===== src/rtl/router_pkg.sv =====
// Shared definitions for the board-to-board link: word width, word type and
// the link round trip that bounds the receive-side skid headroom.
package router_pkg;

  localparam int LINK_W   = 11;
  localparam int LINK_RTT = 6;

  typedef logic [LINK_W-1:0] link_word_t;

  // True when v is a non-zero power of two.
  function automatic bit is_pow2(input int v);
    return (v > 0) && ((v & (v - 1)) == 0);
  endfunction

endpackage


===== src/rtl/interboard_input_fifo.sv =====
// Synchronous show-ahead FIFO. The head word and its valid flag are held in
// registers; the storage array is written and read synchronously, with a
// write-to-head bypass so a word pushed into an empty (or draining) FIFO is
// visible the cycle after it is written.
module interboard_input_fifo
  import router_pkg::*;
#(
  parameter int DEPTH = 16,
  localparam int AW   = $clog2(DEPTH)
) (
  input  logic              input_clk,
  input  logic              reset,
  input  logic              push,
  input  logic [LINK_W-1:0] din,
  input  logic              pop,
  output logic [LINK_W-1:0] dout,
  output logic [AW:0]       count,
  output logic              full,
  output logic              empty
);

  localparam logic [AW:0] DEPTH_C = (AW + 1)'(DEPTH);

  link_word_t      mem [DEPTH];
  logic [AW-1:0]   wr_ptr_reg, wr_ptr_next;
  logic [AW-1:0]   rd_ptr_reg, rd_ptr_next;
  logic [AW:0]     count_reg, count_next;
  link_word_t      dout_reg;
  logic            valid_reg;
  logic            push_acc;
  logic            pop_acc;

  // Pop only a word that exists; a push into a full FIFO is taken only when
  // the head leaves in the same cycle.
  always_comb begin
    pop_acc     = pop & valid_reg;
    push_acc    = push & ((count_reg != DEPTH_C) | pop_acc);
    wr_ptr_next = wr_ptr_reg + AW'(push_acc);
    rd_ptr_next = rd_ptr_reg + AW'(pop_acc);
    count_next  = count_reg + {{AW{1'b0}}, push_acc} - {{AW{1'b0}}, pop_acc};
  end

  // Storage array: synchronous write, no reset so it maps onto block RAM.
  always_ff @(posedge input_clk) begin
    if (push_acc) begin
      mem[wr_ptr_reg] <= din;
    end
  end

  // Pointers, occupancy and the registered head word.
  always_ff @(posedge input_clk or negedge reset) begin
    if (!reset) begin
      wr_ptr_reg <= '0;
      rd_ptr_reg <= '0;
      count_reg  <= '0;
      valid_reg  <= 1'b0;
      dout_reg   <= '0;
    end else begin
      wr_ptr_reg <= wr_ptr_next;
      rd_ptr_reg <= rd_ptr_next;
      count_reg  <= count_next;
      valid_reg  <= (count_next != '0);
      // The next head is either already stored or being written right now.
      if (push_acc && (wr_ptr_reg == rd_ptr_next)) begin
        dout_reg <= din;
      end else begin
        dout_reg <= mem[rd_ptr_next];
      end
    end
  end

  assign dout  = dout_reg;
  assign count = count_reg;
  assign full  = (count_reg == DEPTH_C);
  assign empty = ~valid_reg;

endmodule


===== src/rtl/interboard_input.sv =====
// Receive side of the board-to-board link: two-flop resynchronisation of the
// incoming word/valid pair, FIFO buffering, skid-based flow control back to
// the sender, a sticky overflow flag and an accepted-word counter.
module interboard_input
  import router_pkg::*;
#(
  parameter int DEPTH = 16,
  parameter int SKID  = 8
) (
  input  logic              input_clk,
  input  logic              reset,
  input  logic              link_valid,
  input  logic [LINK_W-1:0] link_data,
  output logic              read_out,
  output logic              out_valid,
  output logic [LINK_W-1:0] out_data,
  input  logic              out_ready,
  input  logic              clr_overflow,
  output logic              overflow,
  output logic [15:0]       word_count
);

  localparam int AW = $clog2(DEPTH);

  // Parameter sanity, caught at elaboration.
  if (!is_pow2(DEPTH) || DEPTH < 8) begin : g_bad_depth
    $error("interboard_input: DEPTH must be a power of two and at least 8");
  end
  if (SKID < LINK_RTT || SKID >= DEPTH) begin : g_bad_skid
    $error("interboard_input: SKID must cover the link round trip and be below DEPTH");
  end

  // Bit LINK_W carries valid, the rest carry data.
  logic [LINK_W:0] link_bus;
  logic [LINK_W:0] s1_reg;
  logic [LINK_W:0] s2_reg;

  assign link_bus = {link_valid, link_data};

  genvar gi;
  for (gi = 0; gi <= LINK_W; gi++) begin : g_sync
    // Two-flop synchroniser for one link bit; the sender keeps data stable
    // around valid so the bits need no mutual handshake.
    always_ff @(posedge input_clk or negedge reset) begin
      if (!reset) begin
        s1_reg[gi] <= 1'b0;
        s2_reg[gi] <= 1'b0;
      end else begin
        s1_reg[gi] <= link_bus[gi];
        s2_reg[gi] <= s1_reg[gi];
      end
    end
  end

  logic              s2_valid;
  link_word_t        s2_data;
  logic [AW:0]       fifo_count;
  logic              fifo_full;
  logic              fifo_empty;
  logic              pop;
  logic              accept;
  logic              drop;
  logic [AW:0]       count_next;
  logic              read_out_reg;
  logic              overflow_reg;
  logic [15:0]       word_count_reg;

  assign s2_valid = s2_reg[LINK_W];
  assign s2_data  = s2_reg[LINK_W-1:0];

  // Push/pop decisions mirror the FIFO's own acceptance rule so the flags
  // and counters agree with what the FIFO actually stores.
  always_comb begin
    pop        = ~fifo_empty & out_ready;
    accept     = s2_valid & (~fifo_full | pop);
    drop       = s2_valid & ~accept;
    count_next = fifo_count + {{AW{1'b0}}, accept} - {{AW{1'b0}}, pop};
  end

  interboard_input_fifo #(
    .DEPTH (DEPTH)
  ) u_fifo (
    .input_clk (input_clk),
    .reset     (reset),
    .push      (s2_valid),
    .din       (s2_data),
    .pop       (pop),
    .dout      (out_data),
    .count     (fifo_count),
    .full      (fifo_full),
    .empty     (fifo_empty)
  );

  // Flow control, sticky overflow (set beats clear) and accepted-word count.
  always_ff @(posedge input_clk or negedge reset) begin
    if (!reset) begin
      read_out_reg   <= 1'b0;
      overflow_reg   <= 1'b0;
      word_count_reg <= '0;
    end else begin
      read_out_reg <= ((DEPTH - int'(count_next)) >= SKID);
      if (drop) begin
        overflow_reg <= 1'b1;
      end else if (clr_overflow) begin
        overflow_reg <= 1'b0;
      end
      word_count_reg <= word_count_reg + 16'(accept);
    end
  end

  assign read_out   = read_out_reg;
  assign out_valid  = ~fifo_empty;
  assign overflow   = overflow_reg;
  assign word_count = word_count_reg;

endmodule


===== config.mk =====
export PLATFORM = sky130hd
export DESIGN_NAME = interboard_input
export DESIGN_NICKNAME = d
export VERILOG_FILES = /design/src/rtl/router_pkg.sv /design/src/rtl/interboard_input_fifo.sv /design/src/rtl/interboard_input.sv
export SDC_FILE = /design/constraint.sdc
export NUM_CORES = 1
export LEC_CHECK = 0
export CAP_MARGIN = 40
export CELL_PAD_IN_SITES_DETAIL_PLACEMENT = 0
export CELL_PAD_IN_SITES_GLOBAL_PLACEMENT = 1
export CORE_MARGIN = 4
export CORE_UTILIZATION = 25
export CTS_CLUSTER_DIAMETER = 50
export DETAILED_ROUTE_END_ITERATION = 10
export PLACE_DENSITY_LB_ADDON = 0.1
export SYNTH_ARGS = -nofsm -noshare
export SYNTH_HDL_FRONTEND = slang
export SYNTH_HIERARCHICAL = 1
export SYNTH_SLANG_ARGS = --single-unit

===== constraint.sdc =====
create_clock -name input_clk -period 3.95 [get_ports input_clk]
set_clock_uncertainty 0.2 [all_clocks]
set_input_delay 1.185 -clock input_clk [delete_from_list [all_inputs] [get_ports input_clk]]
set_output_delay 1.185 -clock input_clk [all_outputs]
set_load 0.1 [all_outputs]

Word-level counts from Yosys, hierarchy flattened
Memories as Yosys holds them, arrays and structs flattened. A register that Yosys moved wholly into a read port is not among the register bits.
Index checks and enable logic that the tools add are counted.
Word-level totals
  bits in registers: 56
  RAM bits: 176
  bits of input ports: 16
  memories kept: 1
Cells by class
  add/sub/neg operators: 8
  magnitude comparators: 1
  eq/ne operators: 2
  multiplexer cells: 4
  bitwise logic cells: 9
  reduce and logical (&&, ||, !) cells: 3
Memories
  u_fifo.mem: words 16, bits a word 11, read ports 1, clocked after memory_dff 1, wr ports 1, RTL line interboard_input_fifo.sv:24  | link_word_t mem [DEPTH];
Operator list (number)
  32-bit by 5-bit >= comparator with 1-bit output (second input constant): 1
  16-bit by 1-bit adder with 16-bit output: 1
  5-bit by 1-bit adder with 5-bit output: 2
  5-bit by 1-bit subtractor with 5-bit output: 2
  4-bit by 1-bit adder with 4-bit output: 2
  5-bit by 5-bit subtractor with 6-bit output (first input constant): 1
  1-bit AND: 5
  5-bit == test (second input constant): 1
  5-bit inequality test (second input constant): 1
  5-bit nonzero test: 1
  1-bit 2-to-1 mux: 4
  1-bit NOT: 2
  1-bit OR: 2
  2-bit nonzero test: 1
  1-bit zero test: 1

Depth between registers and ports, before layout
Gate-level depths: netlist of the first run.
  word-level depth: 8
  depth in mapped cells: 14

Modules after synthesis
The synthesis of the first run kept the hierarchy.
Modules (own cells, without submodules)
  interboard_input_fifo: instances 1, cells each 371, area an instance 8174.1 sq um, seq. area each 5910.7 sq um
  interboard_input: instances 1, cells each 117, area an instance 1564.0 sq um, seq. area each 1051.0 sq um

Least setup slack after synthesis of the first run
No wires, ideal clock.
  path kind: in2reg
  start point: in out_ready
  end point: reg u_fifo.dout_reg[1], in the netlist u_fifo/dout[1], read port of u_fifo.mem
  data arrival time: 3226 ps
  required time: 3625 ps
  setup slack: 398 ps
  stages: 12
  buffers on the path: 2
  path through: nand2_1 > inv_1 > nand2_1 > inv_1 > ha_1 > ha_1 > buf_2 > buf_1 > mux4_2 > mux2i_1 > mux2i_1 > mux2_4
On the way
  cells in the longest elaborated chain, start to end: 3
Ends and longest elaborated chain
  from (decl): RTL line interboard_input.sv:17  | input logic out_ready,
  1-bit AND: RTL line interboard_input.sv:74  | pop = ~fifo_empty & out_ready;
  net pop: RTL line interboard_input.sv:60  | logic pop;
  1-bit AND: RTL line interboard_input_fifo.sv:36  | pop_acc = pop & valid_reg;
  4-bit by 1-bit adder with 4-bit output: RTL line interboard_input_fifo.sv:39  | rd_ptr_next = rd_ptr_reg + AW'(pop_acc);
  net u_fifo.rd_ptr_next[1]: RTL line interboard_input_fifo.sv:26  | logic [AW-1:0] rd_ptr_reg, rd_ptr_next;
  to (decl): RTL line interboard_input_fifo.sv:28  | link_word_t dout_reg;
The timed path passes the listed nets, and every way through them passes these cells.
A chain may end at the register's enable or synchronous reset.

Final worst setup path of the first run
  start point: in out_ready
  end point: reg u_fifo.dout_reg[9], in the netlist u_fifo/dout[9], read port of u_fifo.mem
Same word-level chain as after synthesis.

==> results of run 1 <==
==> worst min path at each step <==
stage,depth (start not counted),slack (ps),endpoint,from
floorplan,0,130,s2_data[0]$_DFF_PN0_,s1_reg[0]$_DFF_PN0_
global placement,0,130,s2_data[6]$_DFF_PN0_,s1_reg[6]$_DFF_PN0_
detailed placement,0,140,s2_valid$_DFF_PN0_,s1_reg[11]$_DFF_PN0_
CTS,0,150,s2_valid$_DFF_PN0_,s1_reg[11]$_DFF_PN0_
global route,0,160,s2_data[10]$_DFF_PN0_,s1_reg[10]$_DFF_PN0_
finish,0,150,s2_data[6]$_DFF_PN0_,s1_reg[6]$_DFF_PN0_
==> kinds of logic after synthesis <==
group	Yosys count
buffers and inverters	31
xor gates and xnor gates	29
AOI/OAI and AO/OA	11
adders and majority gates	18
and+or+nand+nor	68
muxes	88
DFF	243
==> metrics by stage <==
step,hold slack (ps),instances,utilization
global route,161,1144,0.321
finish,147,1144,0.321
detailed placement,136,1078,0.289
CTS,149,1144,0.321
floorplan,131,488,-
global placement,133,1078,0.289
==> layout make-up <==
type	instances	share of cell area
Clock buffer	50	0.0831
Clock inverter	16	0.0153
Inverter	15	0.00455
Multi-Input combinational cell	214	0.212
Sequential cell	243	0.563
Tap cell	518	0.0524
Timing Repair Buffer	88	0.0694
==> cell usage after synthesis (all sizes together), types with 3 or more instances <==
cell / count
edfxtp: 176
dfrtp: 67
mux4: 44
mux2i: 33
nor2: 20
xnor2: 18
ha: 16
inv: 15
buf: 12
nand2: 12
mux2: 11
xor2: 10
nand4: 8
nand3: 7
a21oi: 6
nor3: 5
clkbuf: 4
and2: 3
nand2b: 3
nand3b: 3
==> cells in the final DEF (no fill, tap or decap), types with 2 or more instances in the layout <==
cell type and count:
clkdlybuf4s50_1 14, mux2_4 11, mux2i_1 33, clkinv_2 3
buf_12 13, ha_1 15, clkbuf_16 39, nand2b_1 3
or3_1 2, clkbuf_1 10, dfrtp_1 67, nand2_1 12
a21oi_1 6, nor2_1 20, and2_1 2, inv_6 5
inv_1 15, xor2_1 9, nor3_2 4, mux4_2 6
fa_1 2, bufinv_16 3, buf_4 61, clkinv_4 3
edfxtp_1 176, nand3_1 7, nand3b_1 3, xnor2_1 17
nand4_1 7, mux4_1 38
==> critical path: cells and delay by family <==
kind / cells / cell delay [ps]
muxes: 4 / 820
adders and majority gates: 2 / 590
and+or+nand+nor: 2 / 220
buffers and inverters: 5 / 930
==> routing by layer <==
layer	global-route usage	routed length, um	vias up
met5	0	0	-
met4	0.0349	542	0
met3	0.0287	1170	34
met2	0.192	11700	104
met1	0.145	10200	2557
li1	-	-	2164
==> power by group through the flow <==
stage	clock, mW	sequential (mW)	combinational (mW)
finish	3.19	3.41	4.81
detailed placement	0	3.46	4.91
global placement	0	3.46	4.87
global route	3.42	3.45	5.17
floorplan	0	4.04	2.87
CTS	3.30	3.41	4.92
==> flow_summary.yaml, run 1 <==
cts:
  cts_hold_buf: 0
  cts_tree: "built"
  cts.sinks: 243
  cts_repair_resize_count: 0
  cts.root.buffer_cell: "clkbuf_16"
  cts.clk_slew.worst_paths_ps: 50
  htreeDepth: 2
  clock_path_buffers: 3
  clkLatencyLatePin_ps: 510
  cts_setup_buffers: 0
  cts_inserted_buffers: 36
drt:
  drtPass1Iterations: 4
  vias: 4859
  drt-vias-per-instance: 4.25
  wl_per_cell_um: 20.7
  drc: 0
  drt_iter0_drc: 254
  ant_nets: 0
  routed_wl_mm: 23.7
synth:
  ys_seq_area_frac: 0.715
  yosys.area_share.simple: 0.0370
  yosys-top-cells-area: "edfxtp_1 54%, dfrtp_1 17%, mux4_1 10%, mux2i_1 3.4%, ha_1 2.1%"
  syn_area_per_cell_sq_um: 20.0
  synth-xor-area-share: 0.0303
  ys_types: 43
  yosys.area_share.adder: 0.0247
  synth_top_area_frac: 0.543
  synth_top_family_by_area: "multiplexers"
  synth-main-ff-cell: "edfxtp_1"
  synth-seq-cells: 243
  synth_enable_flop_cells: 176
  synthCells: 488
  syn_area_sq_mm: 0.00974
  synth_warnings: 6
  synth_compound_area_frac: 0.00694
  async_flop_share: 0.276
  yosysTopAreaCell: "edfxtp_1"
  synthMuxAreaShare: 0.167
  synth_fp_nets: 522
placement:
  place_hpwl_mm: 14.5
  portBuffers: 45
  dp_worst_setup_slack_ps: -222
  placed_cell_area_sq_mm: 0.0112
  gp_congestion: 0.718
cells_and_area:
  regArea_sq_mm: 0.00696
  drive_above_1_share: 0.256
  filler_cell_count: 3773
  largest_register_ffs: 176
  fin_area_sq_mm: 0.0124
  area_delta_synth_final_pct: 27.0
  diodes: 0
  fin_nets: 632
  multiInputGateArea_sq_mm: 0.00263
power_and_ir_drop:
  power_density_mw_per_mm2: 922
  p_sw_mw: 3.99
  intPower_mw: 7.42
  leakage_nw: 4.67
  swShare: 0.350
  seqPwrFrac: 0.299
  p_comb_frac: 0.422
  p_clk_frac: 0.279
  ir_drop_uv: 654
  totalPowerFinal_mw: 11.4
critical_path:
  critPathLaunchType: "primary input"
  end_kind: "flop"
  required_ps: 4140
  worst_r2r_startpoint: "u_fifo/valid_reg$_DFF_PN0_"
  r2r_end: "u_fifo/dout[9]$_DFF_PN0_"
  crit_chain: "clkdlybuf4s50_1 > nand2_1 > inv_1 > nand2_1 > inv_1 > ha_2 > ha_1 > buf_12 > buf_4 > mux4_1 > mux2i_1 > mux2i_1 > mux2_4"
  critical_path_arrival_ps: 3790
  reg2reg_slack_ps: 960
  critPathSlowestCell: "clkdlybuf4s50_1"
  setup.worst_path.end: "u_fifo/dout[9]$_DFF_PN0_"
  worst-path-max-fanout: 30
  r2r_cells: 14
  worstSetupPathType: "in -> reg"
  setup.worst_path.start: "out_ready"
  cpPeakStageDelay_ps: 390
sta:
  tns_ps: 0
  final.period_utilization: 0.911
  min_period_ps: 3600
  hold_viol: 0
  relSlewSlack: 0.559
  worst_pin_slew_ps: 662
  max_freq_ghz: 0.278
  setup_violations: 0
  setup_ws_ps: 352
  rsz0062_at_grt: "false"
  slew_violations: 0
floorplanning:
  core_sq_mm: 0.0386
  chipWidth_um: 205
  io_pins: 46
  initial_core_util: 0.253
  num_rows: 72
  die_area_sq_mm: 0.0422
  die_h_um: 205
grt:
  grt_max_degree: 40
  grt_usage: 0.114
  grt_overflow: 0
  antenna_found_initial: 0
  grt_pass1_vias: 5357
  grt_pass1_wl_mm: 35.1
status:
  status: "complete, no violations"
flow_run:
  drv_cap: 0
worst_hold_path:
  hp-class: "reg -> reg"
(Power assumes the default switching activity.)
==> run 2: changes to the inputs <==
--- a/config.mk
+++ b/config.mk
@@ -5,7 +5,7 @@
 export SDC_FILE = /design/constraint.sdc
 export NUM_CORES = 1
 export LEC_CHECK = 0
-export CAP_MARGIN = 40
+export CAP_MARGIN = 20
 export CELL_PAD_IN_SITES_DETAIL_PLACEMENT = 0
 export CELL_PAD_IN_SITES_GLOBAL_PLACEMENT = 1
 export CORE_MARGIN = 4
==> results of run 2 <==
No change in the layout: final DEF, timing and power equal those of run 1.
